<file path="config.mk">
export PLATFORM = sky130hd
export DESIGN_NAME = perf_counter_ctrl
export DESIGN_NICKNAME = d
export VERILOG_FILES = /design/src/rtl/lc3b_types_pkg.sv /design/src/rtl/perf_event_counter.sv /design/src/rtl/perf_counter_ctrl.sv
export SDC_FILE = /design/constraint.sdc
export NUM_CORES = 1
export LEC_CHECK = 0
export ABC_AREA = 0
export CAP_MARGIN = 30
export CORE_AREA = 2 2 141 143
export CTS_CLUSTER_SIZE = 30
export DETAILED_ROUTE_END_ITERATION = 8
export DIE_AREA = 0 0 143 145
export PLACE_DENSITY_LB_ADDON = 0.25
export REMOVE_ABC_BUFFERS = 1
export SYNTH_ARGS = -nofsm -noshare
export SYNTH_HDL_FRONTEND = slang
export SYNTH_SLANG_ARGS = --single-unit
</file>
<file path="constraint.sdc">
create_clock -name clk -period 1.74 [get_ports clk]
set_clock_uncertainty 0.2 [all_clocks]
set_input_delay 0.261 -clock clk [delete_from_list [all_inputs] [get_ports clk]]
set_output_delay 0.261 -clock clk [all_outputs]
set_load 0.03 [all_outputs]
</file>
<file path="src/rtl/lc3b_types_pkg.sv">
// Shared LC-3b core types used by the performance counter block.
// Provides the request opcode enum for the counter port and the fixed
// event-line assignments used by the pipeline when wiring event_in.
package lc3b_types;

  localparam int unsigned PERF_OP_W = 2;

  // Operation requested through the shared counter port
  typedef enum logic [PERF_OP_W-1:0] {
    PERF_READ      = 2'd0,
    PERF_CLEAR_ONE = 2'd1,
    PERF_CLEAR_ALL = 2'd2,
    PERF_SET_MASK  = 2'd3
  } perf_op_t;

  // Event-line indices into event_in
  localparam int unsigned PERF_EV_STALL   = 0;
  localparam int unsigned PERF_EV_IMISS   = 1;
  localparam int unsigned PERF_EV_DMISS   = 2;
  localparam int unsigned PERF_EV_MISPRED = 3;

endpackage

</file>
<file path="src/rtl/perf_event_counter.sv">
// One performance counter: counts rising edges of a level event line.
// Ports:
//   clk, reset  - clock, synchronous active-high reset
//   event_in    - level event line
//   enable      - mask bit; an edge counts only while set
//   clear       - zero count and ovf (wins over a simultaneous edge)
//   count       - current count, wraps modulo 2^WIDTH
//   ovf         - sticky wrap flag, cleared only by clear
module perf_event_counter #(
  parameter int unsigned WIDTH = 16
) (
  input  logic             clk,
  input  logic             reset,
  input  logic             event_in,
  input  logic             enable,
  input  logic             clear,
  output logic [WIDTH-1:0] count,
  output logic             ovf
);

  logic event_prev;
  logic rise_c;

  assign rise_c = event_in & ~event_prev;

  // Edge history tracks the line every cycle, independent of enable
  always_ff @(posedge clk) begin
    if (reset) begin
      event_prev <= 1'b0;
      count      <= '0;
      ovf        <= 1'b0;
    end else begin
      event_prev <= event_in;
      if (clear) begin
        count <= '0;
        ovf   <= 1'b0;
      end else if (rise_c && enable) begin
        count <= count + WIDTH'(1);
        if (count == '1) ovf <= 1'b1;
      end
    end
  end

endmodule

</file>
<file path="src/rtl/perf_counter_ctrl.sv">
// Performance counter bank with a shared request/ack port.
// Ports:
//   clk, reset  - clock, synchronous active-high reset
//   event_in    - one level event line per counter
//   req         - request, held until ack
//   req_op      - READ / CLEAR_ONE / CLEAR_ALL / SET_MASK
//   req_idx     - counter index for READ / CLEAR_ONE
//   req_wdata   - new enable mask for SET_MASK (low NUM_EVENTS bits)
//   ack         - one-cycle completion pulse
//   rdata       - READ result, valid while ack
//   busy        - controller in EXEC or ACK
//   ovf         - sticky per-counter wrap flags
module perf_counter_ctrl
  import lc3b_types::*;
#(
  parameter int unsigned NUM_EVENTS = 8,
  parameter int unsigned WIDTH      = 16,
  parameter int unsigned IDXW       = $clog2(NUM_EVENTS)
) (
  input  logic                  clk,
  input  logic                  reset,
  input  logic [NUM_EVENTS-1:0] event_in,
  input  logic                  req,
  input  perf_op_t              req_op,
  input  logic [IDXW-1:0]       req_idx,
  input  logic [WIDTH-1:0]      req_wdata,
  output logic                  ack,
  output logic [WIDTH-1:0]      rdata,
  output logic                  busy,
  output logic [NUM_EVENTS-1:0] ovf
);

  localparam int unsigned MW = (NUM_EVENTS > WIDTH) ? NUM_EVENTS : WIDTH;

  typedef enum logic [1:0] {
    S_IDLE = 2'd0,
    S_EXEC = 2'd1,
    S_ACK  = 2'd2
  } state_t;

  state_t                state;
  perf_op_t              cap_op;
  logic [IDXW-1:0]       cap_idx;
  logic [WIDTH-1:0]      cap_wdata;
  logic [NUM_EVENTS-1:0] mask;
  logic [NUM_EVENTS-1:0] clear_c;
  logic [WIDTH-1:0]      count_arr [NUM_EVENTS];
  logic [WIDTH-1:0]      rd_c;
  logic [MW-1:0]         wdata_ext_c;
  logic                  unused_wdata_c;

  // Zero-extend so a mask wider than the data bus still elaborates
  assign wdata_ext_c    = MW'(cap_wdata);
  assign unused_wdata_c = ^wdata_ext_c;

  // Clear strobes only in EXEC; an out-of-range index matches no counter
  always_comb begin
    clear_c = '0;
    if (state == S_EXEC) begin
      for (int i = 0; i < NUM_EVENTS; i++) begin
        if (cap_op == PERF_CLEAR_ALL ||
            (cap_op == PERF_CLEAR_ONE && cap_idx == IDXW'(i)))
          clear_c[i] = 1'b1;
      end
    end
  end

  // Read mux; an out-of-range index reads as zero
  always_comb begin
    rd_c = '0;
    for (int i = 0; i < NUM_EVENTS; i++) begin
      if (cap_idx == IDXW'(i)) rd_c = count_arr[i];
    end
  end

  // Request FSM: capture in IDLE, act in EXEC, pulse ack in ACK
  always_ff @(posedge clk) begin
    if (reset) begin
      state     <= S_IDLE;
      ack       <= 1'b0;
      busy      <= 1'b0;
      rdata     <= '0;
      mask      <= '1;
      cap_op    <= PERF_READ;
      cap_idx   <= '0;
      cap_wdata <= '0;
    end else begin
      ack <= 1'b0;
      case (state)
        S_IDLE: begin
          if (req) begin
            cap_op    <= req_op;
            cap_idx   <= req_idx;
            cap_wdata <= req_wdata;
            busy      <= 1'b1;
            state     <= S_EXEC;
          end
        end
        S_EXEC: begin
          // Counters update on this same edge, so rdata is pre-increment
          // and a new mask only affects edges from the next cycle
          if (cap_op == PERF_READ) rdata <= rd_c;
          if (cap_op == PERF_SET_MASK) mask <= wdata_ext_c[NUM_EVENTS-1:0];
          ack   <= 1'b1;
          state <= S_ACK;
        end
        S_ACK: begin
          busy  <= 1'b0;
          state <= S_IDLE;
        end
        default: begin
          busy  <= 1'b0;
          state <= S_IDLE;
        end
      endcase
    end
  end

  for (genvar g = 0; g < NUM_EVENTS; g++) begin : g_ctr
    perf_event_counter #(.WIDTH(WIDTH)) u_ctr (
      .clk      (clk),
      .reset    (reset),
      .event_in (event_in[g]),
      .enable   (mask[g]),
      .clear    (clear_c[g]),
      .count    (count_arr[g]),
      .ovf      (ovf[g])
    );
  end

endmodule

</file>
==> impl_results.md <==
- Final Worst Setup Slack: -0.160 ns
- Gr ovfl total: 0
- NumNets Final: around 1.3k
- Worst Path Required: 1.88 ns
- PortBufs: between 40 and 50
- Routed WL: 27700 um
- Antenna fix cells: 0
- Average cell area after synthesis: 8.81 sq um
- DR DRC count: 0
- Clk sinks: ~190
- Die ar.: 0.0207 sq mm
- Layout Utilization: 0.665
- Worst VDD drop: ~0.00077 V
- Cells after synthesis: ~1.0k
- Row cnt: roughly 50
- Vias in the first global route: ~8k
- Minimum clock period: 1.90 ns
- Clock slew at reported path FFs: ~0.07 ns
- Synth cell types: 55
- Seq cells post-synth: between 150 and 200
- Power density cells: about 750 mW/mm^2
- Hold path cells: 3
- Largest family of logic cells by synthesized area: simple AND/OR/NAND/NOR gates
- Crit path DAT: 2.04 ns
- CP Launch Type: flip-flop
- Core Area: approximately 0.019 sq mm
- GRT Util Overall: 0.259
- Post-Synth Adder-Cell Area: 0.0112
- CTS tree: built
- Critical path capture point type: flip-flop
- Die height: between 100 and 150 um
- Synth Area in Compound Gates: 0.0868
- R2R cell count: 6
- Main synth FF type: dfxtp_1
- Detailed Routing Iterations Pass 1: 5
- Post-route ant nets: 0
- Slew headroom: 0.670
- Number of buffers created by CTS: 17
- Initial Utilization: 0.464
- Hold Vio Cnt, Final: 0
- Reg2reg setup slack: -0.16 ns
- Mux contribution to synthesized area: 0.0934
- 1st-iter DRT viols: 801
- HPWL Detailed: ~18000 um
- Post-synthesis sequential area ratio: 0.416
- GPL Wtd Cong: approximately 0.86
- Worst Tran Pin Value: around 0.49 ns
- Critical path fanouts, max: 7
- Failing checks: negative setup slack
- Hold-fix buffers, CTS: 0
- Max Clock Freq: ~530 MHz
- Min-delay worst type: in -> reg
- RSZ-0062 raised after global routing: true
- First-pass GRT wire length: between 40000 and 50000 um
- Synth Warn #: 0
- Mapped Area: slightly below 0.009 sq mm
- Setup CP Type: reg -> reg
- Crit share post-route: 1.09
- Dpl cells: between 1k and 1.5k
- CTS Buffer Depth: 2
- EDFF count, synth: 0
- Clk root buf: clkbuf_16
- Pins over their slew limit: 0
- DP Area: around 0.011 sq mm
- Wire per inst: roughly 18 um
- Via count: ~8.6k
- Xor-xnor portion of the synthesized cell area: 0.0885
- Finished layout cell area: between 0.01 and 0.015 sq mm
- Share of cells above drive strength 1: 0.342
- Largest net degree at the start of global routing: 24
- Status: finished, violations left
- Post-Synth Simple-Gate Area: 0.264
- Clock Latency Late Sink: approximately 0.44 ns
- Area grow syn2layout: 43.4%
- Initial antenna violation count: 0
- Share of flip-flops with an asynchronous set or reset: 0
- I/O pin count: just under 60
- Fin cells: roughly 1.5k
- Clock H-tree levels: 4
- Final setup violation count: 61
- Die Wd: about 140 um
- Vias per cell: 5.65
- Max Cap Violations: 0
- Leak: 4.65 nW
==> final cells by class <==
class	count	area, sq um
sequential	185	3740
tap	265	332
timing repair buffer	264	2390
timing repair inverter	1	7.51
inverter	32	124
multi-input combinational	746	5590
clock inverter	14	163
fill	1424	6430
clock buffer	18	439
==> cells in the mapped netlist (2+ instances only) <==
| master | number | area [sq um] |
|---|---|---|
| mux4_2 | 18 | 405 |
| o211ai_1 | 2 | 15.0 |
| a31o_2 | 6 | 52.6 |
| mux2i_1 | 28 | 280 |
| nand2b_1 | 9 | 56.3 |
| clkbuf_1 | 18 | 67.6 |
| buf_2 | 16 | 80.1 |
| nand4bb_1 | 2 | 22.5 |
| nor3_1 | 37 | 185 |
| nor4_1 | 34 | 213 |
| nand2_1 | 94 | 353 |
| nand4b_1 | 9 | 78.8 |
| a31oi_1 | 6 | 37.5 |
| ha_1 | 8 | 100 |
| or2_2 | 2 | 12.5 |
| and4_1 | 3 | 26.3 |
| or3_1 | 16 | 100 |
| nand3b_1 | 12 | 90.1 |
| and3_1 | 4 | 25.0 |
| a211oi_1 | 4 | 30.0 |
| or3b_2 | 2 | 17.5 |
| nor3b_1 | 2 | 15.0 |
| xor2_1 | 14 | 123 |
| xnor2_1 | 76 | 666 |
| a221o_1 | 5 | 50.1 |
| o21ai_0 | 25 | 125 |
| dfxtp_1 | 185 | 3700 |
| o211ai_2 | 4 | 50.1 |
| inv_1 | 31 | 116 |
| nor2_1 | 148 | 556 |
| a21oi_1 | 40 | 200 |
| mux2_2 | 13 | 146 |
| a22oi_1 | 5 | 37.5 |
| buf_1 | 3 | 11.3 |
| and3b_1 | 2 | 17.5 |
| o22ai_1 | 10 | 62.6 |
| nor2b_1 | 9 | 56.3 |
| and2_1 | 3 | 18.8 |
| buf_4 | 11 | 82.6 |
| nand4_1 | 33 | 206 |
| nand3_1 | 42 | 210 |
| o221ai_1 | 7 | 61.3 |
==> flip-flops by register name, summed over array words and instances, names as in the netlist <==
| signal | cells |
|---|---|
| state | 2 |
| cap_wdata | 8 |
| rdata | 16 |
| cap_op | 2 |
| g_ctr.u_ctr.event_prev | 8 |
| cap_idx | 3 |
| ack | 1 |
| g_ctr.u_ctr.ovf | 8 |
| busy | 1 |
| mask | 8 |
| g_ctr.u_ctr.count | 128 |
==> critical path, cell delays in order (launching register included) <==
cell and delay [ns]:
dfxtp_4 0.39, buf_8 0.15, or3_4 0.39, o211ai_4 0.26
buf_6 0.15, a211oi_2 0.03, a31o_2 0.21
==> timing repair <==
action / CTS / global route
gates resized for setup: 124 / 140
setup buffers: 35 / 18
hold endpoints to repair: 0 / 0
endpoints found under the setup margin: 126 / 147
gates cloned: 5 / 1
pin swaps: 58 / 58
==> routing by layer <==
metal  GRT usage  wire length [um]
met1       0.361             12100
met2       0.396             12800
met3      0.0479              1830
met4       0.101               999
met5           0                 0
==> through the flow <==
step                hold WS [ns]  total power, mW  setup WS, ns  setup TNS, ns
finish                     0.154             9.58        -0.160          -4.11
global route               0.169             9.88        -0.178          -6.20
CTS                        0.147             9.49        -0.187          -4.26
detailed placement         0.247             5.35        -0.549         -31.50
global placement           0.245             5.33        -0.481         -34.14
floorplan                  0.130             4.91         -1.43        -134.82
==> worst paths after layout <==
path,from,end
worst min-delay path,req_op[1],cap_op[1]
worst max register to register,cap_idx[1],g_ctr[0].u_ctr.count[15]
worst min register to register,cap_wdata[4],cap_wdata[4]
worst max-delay path,cap_idx[1],g_ctr[0].u_ctr.count[15]
==> cell families (layout without fill, tap and decap cells) <==
kind of cell,Yosys count,in the layout
simple gates,470,470
compound gates,119,119
xor+xnor,90,90
mux,59,59
flops,185,185
fa+ha+maj,8,8
buf+inv,80,329
==> report_power, final <==
part / internal, mW / switching, mW
sequential: 4.33 / 0.0717
combinational: 0.575 / 0.593
clock: 2.19 / 1.83
total: 7.09 / 2.49
==> cell usage in the layout (no fill, tap or decap), types with 26 or more instances in the layout <==
cell,netlist,layout
nand2_1,94,91
dfxtp_1,185,163
nor3_1,37,29
nor2_1,148,120
nand4_1,33,33
dlygate4sd2_1,0,26
buf_6,0,33
buf_4,11,167
a21oi_1,40,27
inv_1,31,30
xnor2_1,76,76
nand3_1,42,38
Note: power is estimated with default switching activity, not from simulation.
